## src/rtl/sprite_pkg.sv

```systemverilog
// Shared types, theme colour table and {R,G,B} helpers for the sprite compositor.
package sprite_pkg;

    localparam int SPR_COORD_W     = 10;
    localparam int SPR_COLOR_W     = 10;
    localparam int DEF_SPRITE_SIZE = 6;
    localparam int RGB_W           = 3 * SPR_COLOR_W;

    typedef logic [SPR_COLOR_W-1:0] chan_t;
    typedef logic [RGB_W-1:0]       rgb_t;

    // One sprite register: enable, top-left corner and packed colour.
    typedef struct packed {
        logic                   en;
        logic [SPR_COORD_W-1:0] x;
        logic [SPR_COORD_W-1:0] y;
        rgb_t                   rgb;
    } sprite_t;

    // Theme background colours, indexed by theme_sel.
    localparam rgb_t THEME_BG [4] = '{
        {10'd0,    10'd0,    10'd0},
        {10'd1000, 10'd1000, 10'd0},
        {10'd1000, 10'd650,  10'd0},
        {10'd600,  10'd0,    10'd0}
    };

    // Theme foreground (glyph) colours, indexed by theme_sel.
    localparam rgb_t THEME_FG [4] = '{
        {10'd1000, 10'd1000, 10'd1000},
        {10'd0,    10'd750,  10'd50},
        {10'd0,    10'd0,    10'd0},
        {10'd1000, 10'd1000, 10'd1000}
    };

    function automatic rgb_t pack_rgb(input chan_t r, input chan_t g, input chan_t b);
        return {r, g, b};
    endfunction

    function automatic chan_t rgb_red(input rgb_t w);
        return w[RGB_W-1 -: SPR_COLOR_W];
    endfunction

    function automatic chan_t rgb_green(input rgb_t w);
        return w[2*SPR_COLOR_W-1 -: SPR_COLOR_W];
    endfunction

    function automatic chan_t rgb_blue(input rgb_t w);
        return w[SPR_COLOR_W-1:0];
    endfunction

endpackage

```

## src/rtl/sprite_hit.sv

```systemverilog
// Combinational hit test for one square sprite. Coordinates are widened by
// one bit so a sprite hanging off the right/bottom edge is clipped instead of
// wrapping around to coordinate 0.
module sprite_hit #(
    parameter int COORD_W     = 10,
    parameter int SPRITE_SIZE = 6
) (
    input  logic               en,
    input  logic [COORD_W-1:0] sx,
    input  logic [COORD_W-1:0] sy,
    input  logic [COORD_W-1:0] px,
    input  logic [COORD_W-1:0] py,
    output logic               hit
);

    localparam logic [COORD_W:0] SPAN = (COORD_W+1)'(SPRITE_SIZE - 1);

    logic [COORD_W:0] x_lo_s;
    logic [COORD_W:0] x_hi_s;
    logic [COORD_W:0] y_lo_s;
    logic [COORD_W:0] y_hi_s;
    logic [COORD_W:0] px_s;
    logic [COORD_W:0] py_s;

    assign x_lo_s = {1'b0, sx};
    assign y_lo_s = {1'b0, sy};
    assign x_hi_s = x_lo_s + SPAN;
    assign y_hi_s = y_lo_s + SPAN;
    assign px_s   = {1'b0, px};
    assign py_s   = {1'b0, py};

    assign hit = en
               & (px_s >= x_lo_s) & (px_s <= x_hi_s)
               & (py_s >= y_lo_s) & (py_s <= y_hi_s);

endmodule

```

## src/rtl/sprite_compositor.sv

```systemverilog
// Sprite compositor: double-buffered sprite registers, two-stage pixel
// pipeline (hit test, priority select) and per-frame collision tracking.
module sprite_compositor
    import sprite_pkg::*;
#(
    parameter int NUM_SPRITES = 4,
    parameter int COORD_W     = SPR_COORD_W,
    parameter int COLOR_W     = SPR_COLOR_W,
    parameter int SPRITE_SIZE = DEF_SPRITE_SIZE,
    parameter int HIT_W       = 4
) (
    input  logic                           iCLK,
    input  logic                           iRST_N,
    input  logic                           cfg_we,
    input  logic [$clog2(NUM_SPRITES)-1:0] cfg_idx,
    input  logic                           cfg_en,
    input  logic [COORD_W-1:0]             cfg_x,
    input  logic [COORD_W-1:0]             cfg_y,
    input  logic [3*COLOR_W-1:0]           cfg_rgb,
    input  logic [1:0]                     theme_sel,
    input  logic                           frame_start,
    input  logic [COORD_W-1:0]             px,
    input  logic [COORD_W-1:0]             py,
    input  logic                           glyph_on,
    output logic [COLOR_W-1:0]             oRed,
    output logic [COLOR_W-1:0]             oGreen,
    output logic [COLOR_W-1:0]             oBlue,
    output logic [NUM_SPRITES-1:0]         collide_flags,
    output logic [HIT_W-1:0]               hit_count
);

    localparam int               IDX_W = $clog2(NUM_SPRITES);
    localparam int               CNT_W = $clog2(NUM_SPRITES + 1);
    localparam logic [IDX_W:0]   NUM_S = (IDX_W+1)'(NUM_SPRITES);

    sprite_t                shadow_r [NUM_SPRITES];
    sprite_t                active_r [NUM_SPRITES];

    logic                   idx_ok_s;
    logic [NUM_SPRITES-1:0] hit_s;
    logic [NUM_SPRITES-1:0] hit_r;
    logic [CNT_W-1:0]       ones_s;
    logic                   overlap_s;
    logic [NUM_SPRITES-1:0] overlap_vec_s;
    logic [NUM_SPRITES-1:0] frame_flags_s;
    logic [NUM_SPRITES-1:0] acc_r;
    logic [NUM_SPRITES-1:0] flags_r;
    logic [HIT_W-1:0]       hit_count_r;
    logic                   glyph_r;
    logic [1:0]             theme_r;
    rgb_t                   pix_s;
    logic [COLOR_W-1:0]     red_r;
    logic [COLOR_W-1:0]     green_r;
    logic [COLOR_W-1:0]     blue_r;

    assign idx_ok_s = ({1'b0, cfg_idx} < NUM_S);

    // Shadow file takes config writes; active file copies the pre-write shadow at frame start.
    always_ff @(posedge iCLK or negedge iRST_N) begin
        if (!iRST_N) begin
            for (int i = 0; i < NUM_SPRITES; i++) begin
                shadow_r[i] <= '0;
                active_r[i] <= '0;
            end
        end else begin
            for (int i = 0; i < NUM_SPRITES; i++) begin
                if (frame_start) begin
                    active_r[i] <= shadow_r[i];
                end
                if (cfg_we && idx_ok_s && (cfg_idx == IDX_W'(i))) begin
                    shadow_r[i] <= sprite_t'({cfg_en, cfg_x, cfg_y, cfg_rgb});
                end
            end
        end
    end

    for (genvar g = 0; g < NUM_SPRITES; g++) begin : g_hit
        sprite_hit #(
            .COORD_W     (COORD_W),
            .SPRITE_SIZE (SPRITE_SIZE)
        ) u_hit (
            .en  (active_r[g].en),
            .sx  (active_r[g].x),
            .sy  (active_r[g].y),
            .px  (px),
            .py  (py),
            .hit (hit_s[g])
        );
    end

    // Count simultaneous hits; two or more sprites on one pixel is an overlap.
    always_comb begin
        ones_s = '0;
        for (int i = 0; i < NUM_SPRITES; i++) begin
            ones_s = ones_s + CNT_W'(hit_s[i]);
        end
        overlap_s     = (ones_s >= CNT_W'(2));
        overlap_vec_s = overlap_s ? hit_s : '0;
        frame_flags_s = acc_r | overlap_vec_s;
    end

    // Stage 1: register hit vector and the per-pixel context that travels with it.
    always_ff @(posedge iCLK or negedge iRST_N) begin
        if (!iRST_N) begin
            hit_r   <= '0;
            glyph_r <= 1'b0;
            theme_r <= 2'd0;
        end else begin
            hit_r   <= hit_s;
            glyph_r <= glyph_on;
            theme_r <= theme_sel;
        end
    end

    // Sticky overlap accumulator, per-frame flag snapshot and saturating hit counter.
    always_ff @(posedge iCLK or negedge iRST_N) begin
        if (!iRST_N) begin
            acc_r       <= '0;
            flags_r     <= '0;
            hit_count_r <= '0;
        end else if (frame_start) begin
            flags_r <= frame_flags_s;
            acc_r   <= '0;
            if ((frame_flags_s != '0) && (hit_count_r != {HIT_W{1'b1}})) begin
                hit_count_r <= hit_count_r + HIT_W'(1);
            end
        end else begin
            acc_r <= frame_flags_s;
        end
    end

    // Stage 2 select: lowest-index hit sprite wins, otherwise theme fg/bg.
    always_comb begin
        pix_s = glyph_r ? THEME_FG[theme_r] : THEME_BG[theme_r];
        for (int i = NUM_SPRITES - 1; i >= 0; i--) begin
            pix_s = hit_r[i] ? active_r[i].rgb : pix_s;
        end
    end

    // Register the selected colour onto the outputs.
    always_ff @(posedge iCLK or negedge iRST_N) begin
        if (!iRST_N) begin
            red_r   <= '0;
            green_r <= '0;
            blue_r  <= '0;
        end else begin
            red_r   <= rgb_red(pix_s);
            green_r <= rgb_green(pix_s);
            blue_r  <= rgb_blue(pix_s);
        end
    end

    assign oRed          = red_r;
    assign oGreen        = green_r;
    assign oBlue         = blue_r;
    assign collide_flags = flags_r;
    assign hit_count     = hit_count_r;

endmodule

```

## config.mk

```make
export PLATFORM = sky130hd
export DESIGN_NAME = sprite_compositor
export DESIGN_NICKNAME = d
export VERILOG_FILES = /design/src/rtl/sprite_pkg.sv /design/src/rtl/sprite_hit.sv /design/src/rtl/sprite_compositor.sv
export SDC_FILE = /design/constraint.sdc
export NUM_CORES = 1
export LEC_CHECK = 0
export ABC_AREA = 1
export BUFFER_PORTS_ARGS = -buffer_cell sky130_fd_sc_hd__buf_2
export CAP_MARGIN = 15
export CORE_ASPECT_RATIO = 0.8
export CORE_UTILIZATION = 45
export CTS_BUF_LIST = sky130_fd_sc_hd__clkbuf_4
export DETAILED_ROUTE_END_ITERATION = 10
export PLACE_DENSITY = 0.68
export RECOVER_POWER = 100
export SLEW_MARGIN = 0
export SYNTH_ARGS = -nofsm -noshare
export SYNTH_HDL_FRONTEND = slang
export SYNTH_HIERARCHICAL = 1
export SYNTH_SLANG_ARGS = --single-unit
```

## constraint.sdc

```tcl
create_clock -name iCLK -period 5.85 [get_ports iCLK]
set_input_delay 1.17 -clock iCLK [delete_from_list [all_inputs] [get_ports iCLK]]
set_output_delay 1.17 -clock iCLK [all_outputs]
set_load 0.01 [all_outputs]
```

# Word level (Yosys, flattened, before mapping)

Index checks and enable logic that the tools add are counted.
Widths: inputs -> output; s select.

Logic and storage cells: 114
Bits of input ports: 80
Register bits: 457
Output and inout bits: 38

Order comparisons: 18
Multiplexer cells: 13
Reduce and logical (&&, ||, !) cells: 8
Add/subtract/negate cells: 12
Equal/unequal tests: 4
Bitwise logic cells: 18

Operators by type and width:

| cell                  | number |
|---|---|
| $mux 30               | 9 |
| $bmux 30 s2           | 2 |
| $add 10x3->11 const B | 8 |
| $le 10x11->1          | 8 |
| $ge 10x10->1          | 8 |
| $and 1x1->1           | 16 |
| $mux 4                | 2 |
| $logic_and 1x1->1     | 5 |
| $add 4x1->4 const B   | 1 |
| $eq 2x2->1 const B    | 2 |
| $ne 4x4->1 const B    | 1 |
| $or 4x4->4            | 1 |
| $reduce_bool 4->1     | 1 |
| $add 2x1->3           | 1 |
| $add 3x1->3           | 1 |
| $ge 3x2->1 const B    | 1 |
| $ge 3x3->1 const B    | 1 |
| $not 2->3             | 1 |
| $add 1x1->2           | 1 |
| $eq 2x1->1 const B    | 1 |
| $logic_not 2->1       | 1 |
| $reduce_and 2->1      | 1 |

# Logic depth before layout (Yosys ltp)

Gate-level depths: netlist of run 1.

Word-level depth: 14
Mapped depth: 27
Depth with buffers taken out: 27

# Cells and area by module

The synthesis of run 1 kept the hierarchy.

By module, submodules not included:

| module                      | sequential area each (um2) | area an instance (um2) | instances | cells an instance |
|---|---|---|---|---|
| sprite_compositor           | 11,436.0                   | 17,682.0               | 1         | 1,901 |
| sprite_hit (g_hit[2].u_hit) | 0.0                        | 1,361.3                | 1         | 219 |
| sprite_hit (g_hit[1].u_hit) | 0.0                        | 1,307.5                | 1         | 199 |
| sprite_hit (g_hit[0].u_hit) | 0.0                        | 1,293.7                | 1         | 199 |
| sprite_hit (g_hit[3].u_hit) | 0.0                        | 1,287.5                | 1         | 199 |

# Worst setup path after synthesis of run 1

Ideal clock, no wire load.

Path type: input -> register
From: input port px[6]
To: register hit_count_r[2], in the netlist hit_count[2]
Required time: 5,784 ps
Cell stages on the path: 20
Data arrival time: 3,333 ps
Setup time: 66 ps
Setup slack: 2,451 ps
Cells stage by stage: ha_1 nand2_1 inv_1 a21oi_1 nand2_1 nand2_1 nand2_1 nand2_1 nand2_1 nand2_1 nand3_1 nor2_1 fa_1 o21ai_1 nand2_1 nor2_1 nand2_1 nand3_1 nand2_1 nand2_1

Longest elaborated chain between the ends: 14
Elaborated cells on any way between the ends: 33

Ends and longest elaborated chain:

| element                        | line                     | RTL |
|---|---|---|
| start: declaration             | sprite_compositor.sv:22  | `input logic [COORD_W-1:0] px,` |
| $ge 10x10->1                   | sprite_hit.sv:33         | `& (px_s >= x_lo_s) & (px_s <= x_hi_s)` |
| $and 1x1->1                    | sprite_hit.sv:33         |  |
| $and 1x1->1 (*)                | sprite_hit.sv:33         |  |
| $and 1x1->1 (*) (2 in series)  | sprite_hit.sv:34         | `& (py_s >= y_lo_s) & (py_s <= y_hi_s);` |
| net hit_s[1]                   | sprite_compositor.sv:40  | `logic [NUM_SPRITES-1:0] hit_s;` |
| $add 1x1->2                    | sprite_compositor.sv:95  | `ones_s = ones_s + CNT_W'(hit_s[i]);` |
| $add 2x1->3                    | sprite_compositor.sv:95  |  |
| $add 3x1->3                    | sprite_compositor.sv:95  |  |
| $ge 3x2->1                     | sprite_compositor.sv:97  | `overlap_s = (ones_s >= CNT_W'(2));` |
| $mux 4 (*)                     | sprite_compositor.sv:98  | `overlap_vec_s = overlap_s ? hit_s : '0;` |
| $or 4x4->4 (*)                 | sprite_compositor.sv:99  | `frame_flags_s = acc_r \| overlap_vec_s;` |
| $reduce_bool 4->1 (*)          | sprite_compositor.sv:124 | `if ((frame_flags_s != '0) && (hit_count_r != {HIT_W{1'b1}})) begin` |
| $logic_and 1x1->1 (*)          | sprite_compositor.sv:124 |  |
| $reduce_and 2->1 (no line) (*) | n/a                      |  |
| end signal: assignment         | sprite_compositor.sv:125 | `hit_count_r <= hit_count_r + HIT_W'(1);` |
| end: declaration               | sprite_compositor.sv:48  | `logic [HIT_W-1:0] hit_count_r;` |

Mark *: on every way through the listed nets, which the timed path passes. The rest lies on a longest branch.
A chain may end at the register's enable or synchronous reset.

# Worst setup path after layout of run 1

From: input port frame_start
To: register active_r[110] (netlist name)

RTL lines:

| element                        | line                    | RTL |
|---|---|---|
| start: declaration             | sprite_compositor.sv:21 | `input logic frame_start,` |
| end signal: indexed assignment | sprite_compositor.sv:68 | `active_r[i] <= shadow_r[i];` |
| end: declaration               | sprite_compositor.sv:37 | `sprite_t active_r [NUM_SPRITES];` |

No word-level cell between the ends.

==> results_dict.tcl, run 1 <==
set metrics [dict create \
    leakagePower_uw 0.0132 \
    final_cell_mix "nand2_1, dfrtp_1, o21ai_0" \
    die_width_um 254 \
    gp_routability_congestion 0.937 \
    clock_latency_ps 910 \
    final_common_cell "nand2_1" \
    io_buffers 117 \
    setup_violations 0 \
    design.die.area_um2 51900 \
    pin_count 118 \
    synth.cell_area_um2 22900 \
    overflow 0 \
    power_uw 8260 \
    grt_pass1_wl_um 95000 \
    cts_hold_buf 0 \
    tns_ps 0 \
    final_antenna_net_count 0 \
    setup_ws_ps 1140 \
    min_period_over_period 0.805 \
    grt_antenna_before_repair 2 \
    drc 0 \
    final_cell_area_um2 25200 \
    start_kind "input port" \
    status "finished, violations left" \
    syn_to_final_growth_pct 10.0 \
    slew_headroom -2.17 \
    ys_warn_count 6 \
    synthesis.instances 2717 \
    nNetsFinal 3109 \
    rows 73 \
    via_per_inst 5.01 \
    drt-total-wl_um 58400 \
    placed_area_um2 24000 \
    cp-end-kind "flop" \
    cp_max_fo 102 \
    fp.dieH_um 204 \
    rsz0062_at_grt "no" \
    initial_utilization 0.459 \
    worst_ep_arrival_time_ps 5410 \
    holdCritPathClass "in2async" \
    drv_slew 879 \
    ys_types 38 \
    peakVddDrop_v 0.000199 \
    vias 18100 \
    fin_crit_ps 4710 \
    fmax_mhz 212 \
    cts_resized 0 \
    clock_sinks 457 \
    skew_ps 68.9 \
    power_density_nw_per_um2 327 \
    violations "max-capacitance violations, max-slew violations" \
    required_ps 6550 \
    coreArea_um2 50000 \
    grt_max_degree 167 \
    finalHoldViolCount 0 \
    maxCapViolations 13 \
    cts_tree "done" \
    htree_levels 3 \
    drive_gt1_frac 0.0967 \
    drt-initial-drc-count 1292 \
    hpwl_um 39000 \
    path_clk_slew_ps 70 \
    clk_path_buf_depth 3 \
    routedWlPerCell_um 16.1 \
    synthTopCellsByArea "dfrtp_1, nand2_1, ha_1, o21ai_0, inv_1" \
    synth_fp_nets 2972 \
    yosysSeqAreaShare 0.499 \
    critPathKind "in2reg" \
    synth_top_area_frac 0.499 \
    worst_slew_pin_slew_ps 4750 \
    grt_pass1_vias 17900 \
    cts_setup_buffers 0 \
    drt_first_pass_iters 7 \
    pre_cts_slack_ps 1730 \
    syn_area_per_cell_um2 8.44 \
    clockRootBuffer "clkbuf_4" \
    cts_buffers 113 \
    synth_top_cell_by_area "dfrtp_1" \
    grt.total_usage 0.234 \
    ys_ff_latch 457 \
]
worst max-delay path, stage by stage:
cell	delay, ps
clkbuf_1	2060
clkbuf_2	1800
o21ai_0	300
power breakdown:
group | internal [uW] | total [uW] | leakage, uW | switching [uW]
registers | 3660 | 3990 | 0.00578 | 333
logic | 602 | 1660 | 0.00655 | 1060
clock network | 1300 | 2620 | 0.000839 | 1320
synthesized netlist by cell type:
master,n
nand3_2,8
nor2_4,4
nand4_1,19
o21ai_1,5
fa_1,1
buf_4,15
buf_6,7
xor2_1,65
a21o_1,9
nor3_2,1
a31oi_1,2
o41ai_1,3
o211ai_1,16
a21oi_1,84
buf_2,50
clkbuf_8,1
dfrtp_1,457
or3_1,1
o2111ai_1,4
clkbuf_1,35
nor2_1,85
nand2_1,969
nand3_1,55
nor3_1,11
o21ai_0,315
nor4_1,1
o211ai_2,1
ha_1,174
o21ai_2,2
inv_6,1
inv_2,6
nor2_2,8
a22oi_1,3
o22ai_1,11
nand2_4,1
inv_1,283
o21bai_1,1
o21a_1,3
cell type report:
cell class	count	area, um^2
antenna	4	10.0
fill	4828	24700
multi-input combinational	1862	9820
timing repair buffer	130	619
clock buffer	158	1190
sequential	457	11400
tap	675	845
inverter	290	1100
clock inverter	39	221
per-stage QoR:
| stage | hold WS [ps] | util | std cells |
|---|---|---|---|
| floorplan | 437 | - | 2717 |
| global placement | 449 | 0.480 | 3414 |
| detailed placement | 453 | 0.480 | 3414 |
| CTS | 264 | 0.508 | 3611 |
| global route | 307 | 0.505 | 3614 |
| finish | 320 | 0.505 | 3615 |
routing by layer:
metal / vias up / routed length, um / track usage
li1: 8995 / - / -
met1: 8612 / 29200 / 0.349
met2: 411 / 25200 / 0.348
met3: 76 / 2920 / 0.0442
met4: 0 / 1020 / 0.0626
met5: - / 0 / 0
path summary, 6_finish.rpt:
kind,endpoint,start,slack (ps),depth (start not counted)
max,active_r[110],frame_start,1140,3
min,shadow_r[117],iRST_N,320,1
max reg2reg,oBlue[1],hit_r[1],1520,4
min reg2reg,active_r[58],shadow_r[58],450,2
max in group asynchronous,shadow_r[58],iRST_N,1720,2
min in group iCLK,active_r[58],shadow_r[58],450,2
cells by family after synthesis:
group / synth area share
simple gates: 0.201
compound gates: 0.106
flops: 0.499
buf+inv: 0.0733
fa+ha+maj: 0.0958
xor+xnor: 0.0248
sequential cells by signal, indices dropped and copies added (netlist names):
name / flops
collide_flags: 4
theme_r: 2
active_r: 204
oRed: 10
glyph_r: 1
oBlue: 10
shadow_r: 204
acc_r: 4
hit_count: 4
hit_r: 4
oGreen: 10
No activity file was read; power rests on OpenSTA's default activity.
==> inputs of run 2 (changes only) <==
- clock period: 5.85 -> 4.7 ns (I/O delays scaled with it)
==> run 2 against run 1 <==
The run still ends with max-capacitance violations, max-slew violations left. Largest power group unchanged. Critical endpoint is now oGreen[2]. Clock-buffer cell count up 12. Critical path type is now reg2reg. Total power up 26%. Core utilization up 0.16 points.
==> results_dict.tcl, run 2 (synthesized netlist as in run 1, its figures left out) <==
set metrics [dict create \
    p_int_uw 7060 \
    rows 73 \
    final_cell_mix "nand2_1, dfrtp_1, o21ai_0" \
    placed_cells 3418 \
    cts_buffers 116 \
    pwr-share-clk 0.325 \
    grt_antenna_before_repair 3 \
    grt_pass1_wl_um 93700 \
    gp_routability_congestion 0.881 \
    grtUsageMet3 0.0429 \
    path_delay_family "buffers and inverters" \
    p_seq_frac 0.478 \
    setup_ws_ps 408 \
    peakVddDrop_v 0.000224 \
    path_buf_inv 3 \
    tns_ps 0 \
    final_antenna_net_count 0 \
    clockRootBuffer "clkbuf_4" \
    design.die.area_um2 51900 \
    cp-end-kind "flop" \
    cp_max_fo 26 \
    start_kind "flop" \
    clock_latency_ps 900 \
    final_common_cell "nand2_1" \
    clk_path_buf_depth 3 \
    grt-busiest-layer "met2" \
    path_clk_slew_ps 60 \
    grt_max_degree 146 \
    top_regs "active_r (204), shadow_r (204)" \
    min_period_over_period 0.913 \
    drt-total-wl_um 58200 \
    fp.dieH_um 204 \
    grtUsageMet1 0.336 \
    die_width_um 254 \
    htree_levels 3 \
    setup_violations 0 \
    initial_utilization 0.459 \
    coreArea_um2 50000 \
    slowest_delay_ps 1140 \
    r2r_slack_ps 410 \
    drt-initial-drc-count 1242 \
    cts_hold_buf 0 \
    hold_start "glyph_on" \
    worstReg2RegEnd "oGreen[2]" \
    reg2reg_from "hit_r[2]" \
    switching_share 0.320 \
    maxCapViolations 7 \
    drive_gt1_frac 0.101 \
    vias 18200 \
    clock_sinks 457 \
    skew_ps 66.4 \
    overflow 0 \
    via_per_inst 5.03 \
    critical_path.slowest_cell "nand2_1" \
    whs_path_depth 1 \
    routedWlPerCell_um 16.1 \
    startpoint "hit_r[2]" \
    holdCritPathClass "in2reg" \
    fmax_mhz 233 \
    r2r_cells 8 \
    path_cells "buf_4 > clkinvlp_2 > nand2_1 > inv_1 > nand2_1 > o211ai_1 > o21ai_0 > o21ai_0" \
    combPwrFrac 0.197 \
    power_density_nw_per_um2 410 \
    leakagePower_uw 0.0132 \
    drt_first_pass_iters 5 \
    worst_ep_arrival_time_ps 4990 \
    rsz0062_at_grt "no" \
    cts_setup_buffers 0 \
    drv_slew 601 \
    pin_count 118 \
    drc 0 \
    final_cells 3614 \
    grt.total_usage 0.231 \
    hpwl_um 39100 \
    pre_cts_slack_ps 736 \
    fin_crit_ps 4290 \
    grt_util_met2 0.351 \
    cts_resized 0 \
    status "finished, violations left" \
    nNetsFinal 3116 \
    critPathKind "reg2reg" \
    finalHoldViolCount 0 \
    netSwitchingPower_uw 3320 \
    syn_to_final_growth_pct 10.4 \
    cts_tree "done" \
    io_buffers 117 \
    required_ps 5400 \
    violations "max-capacitance violations, max-slew violations" \
    holdPathEnd "glyph_r" \
    slew_headroom -1.06 \
    worst_slew_pin_slew_ps 3080 \
    grt_pass1_vias 17700 \
]
==> run 2: routing by layer <==
metal	wire (um)	share of wire
met3	2910	0.050
met5	0	0
met4	1070	0.018
met2	25800	0.44
met1	28400	0.49
==> run 2: layout make-up <==
cell class,count,area [um^2]
Fill cell,4848,24600
Sequential cell,457,11400
Multi-Input combinational cell,1862,9800
Clock buffer,170,1280
Inverter,290,1090
Tap cell,675,845
Timing Repair Buffer,134,677
Clock inverter,23,185
Antenna cell,3,7.51
==> run 2: how the worst max path moves through the flow <==
stage,to,slack [ps],depth (start not counted)
floorplan,hit_count[2],1380,22
global placement,hit_count[1],830,23
detailed placement,hit_count[1],740,25
CTS,hit_count[2],690,25
global route,active_r[148],170,5
finish,oGreen[2],410,8
==> run 2: per-stage QoR <==
step / hold WS [ps] / power [uW] / util / instance area [um^2]
2_1_floorplan: 437 / 6340 / - / 22900
6_report: 246 / 10400 / 0.507 / 25300
5_1_grt: 132 / 11100 / 0.507 / 25300
4_1_cts: 42.7 / 10500 / 0.510 / 25500
3_5_place_dp: 453 / 7090 / 0.481 / 24000
3_3_place_gp: 449 / 6990 / 0.481 / 24000
==> run 2: power groups by stage <==
stage | logic [uW] | registers, uW | clock network, uW
2_1_floorplan | 1420 | 4920 | 0
3_3_place_gp | 2000 | 5000 | 0
3_5_place_dp | 2070 | 5020 | 0
4_1_cts | 2080 | 4960 | 3480
5_1_grt | 2390 | 5030 | 3710
6_report | 2040 | 4960 | 3380
==> run 2: worst register-to-register path, stage by stage, from the launching register on <==
cell,delay (ps)
dfrtp_1,330
buf_4,330
clkinvlp_2,1070
nand2_1,1150
inv_1,640
nand2_1,180
o211ai_1,120
o21ai_0,210
o21ai_0,130
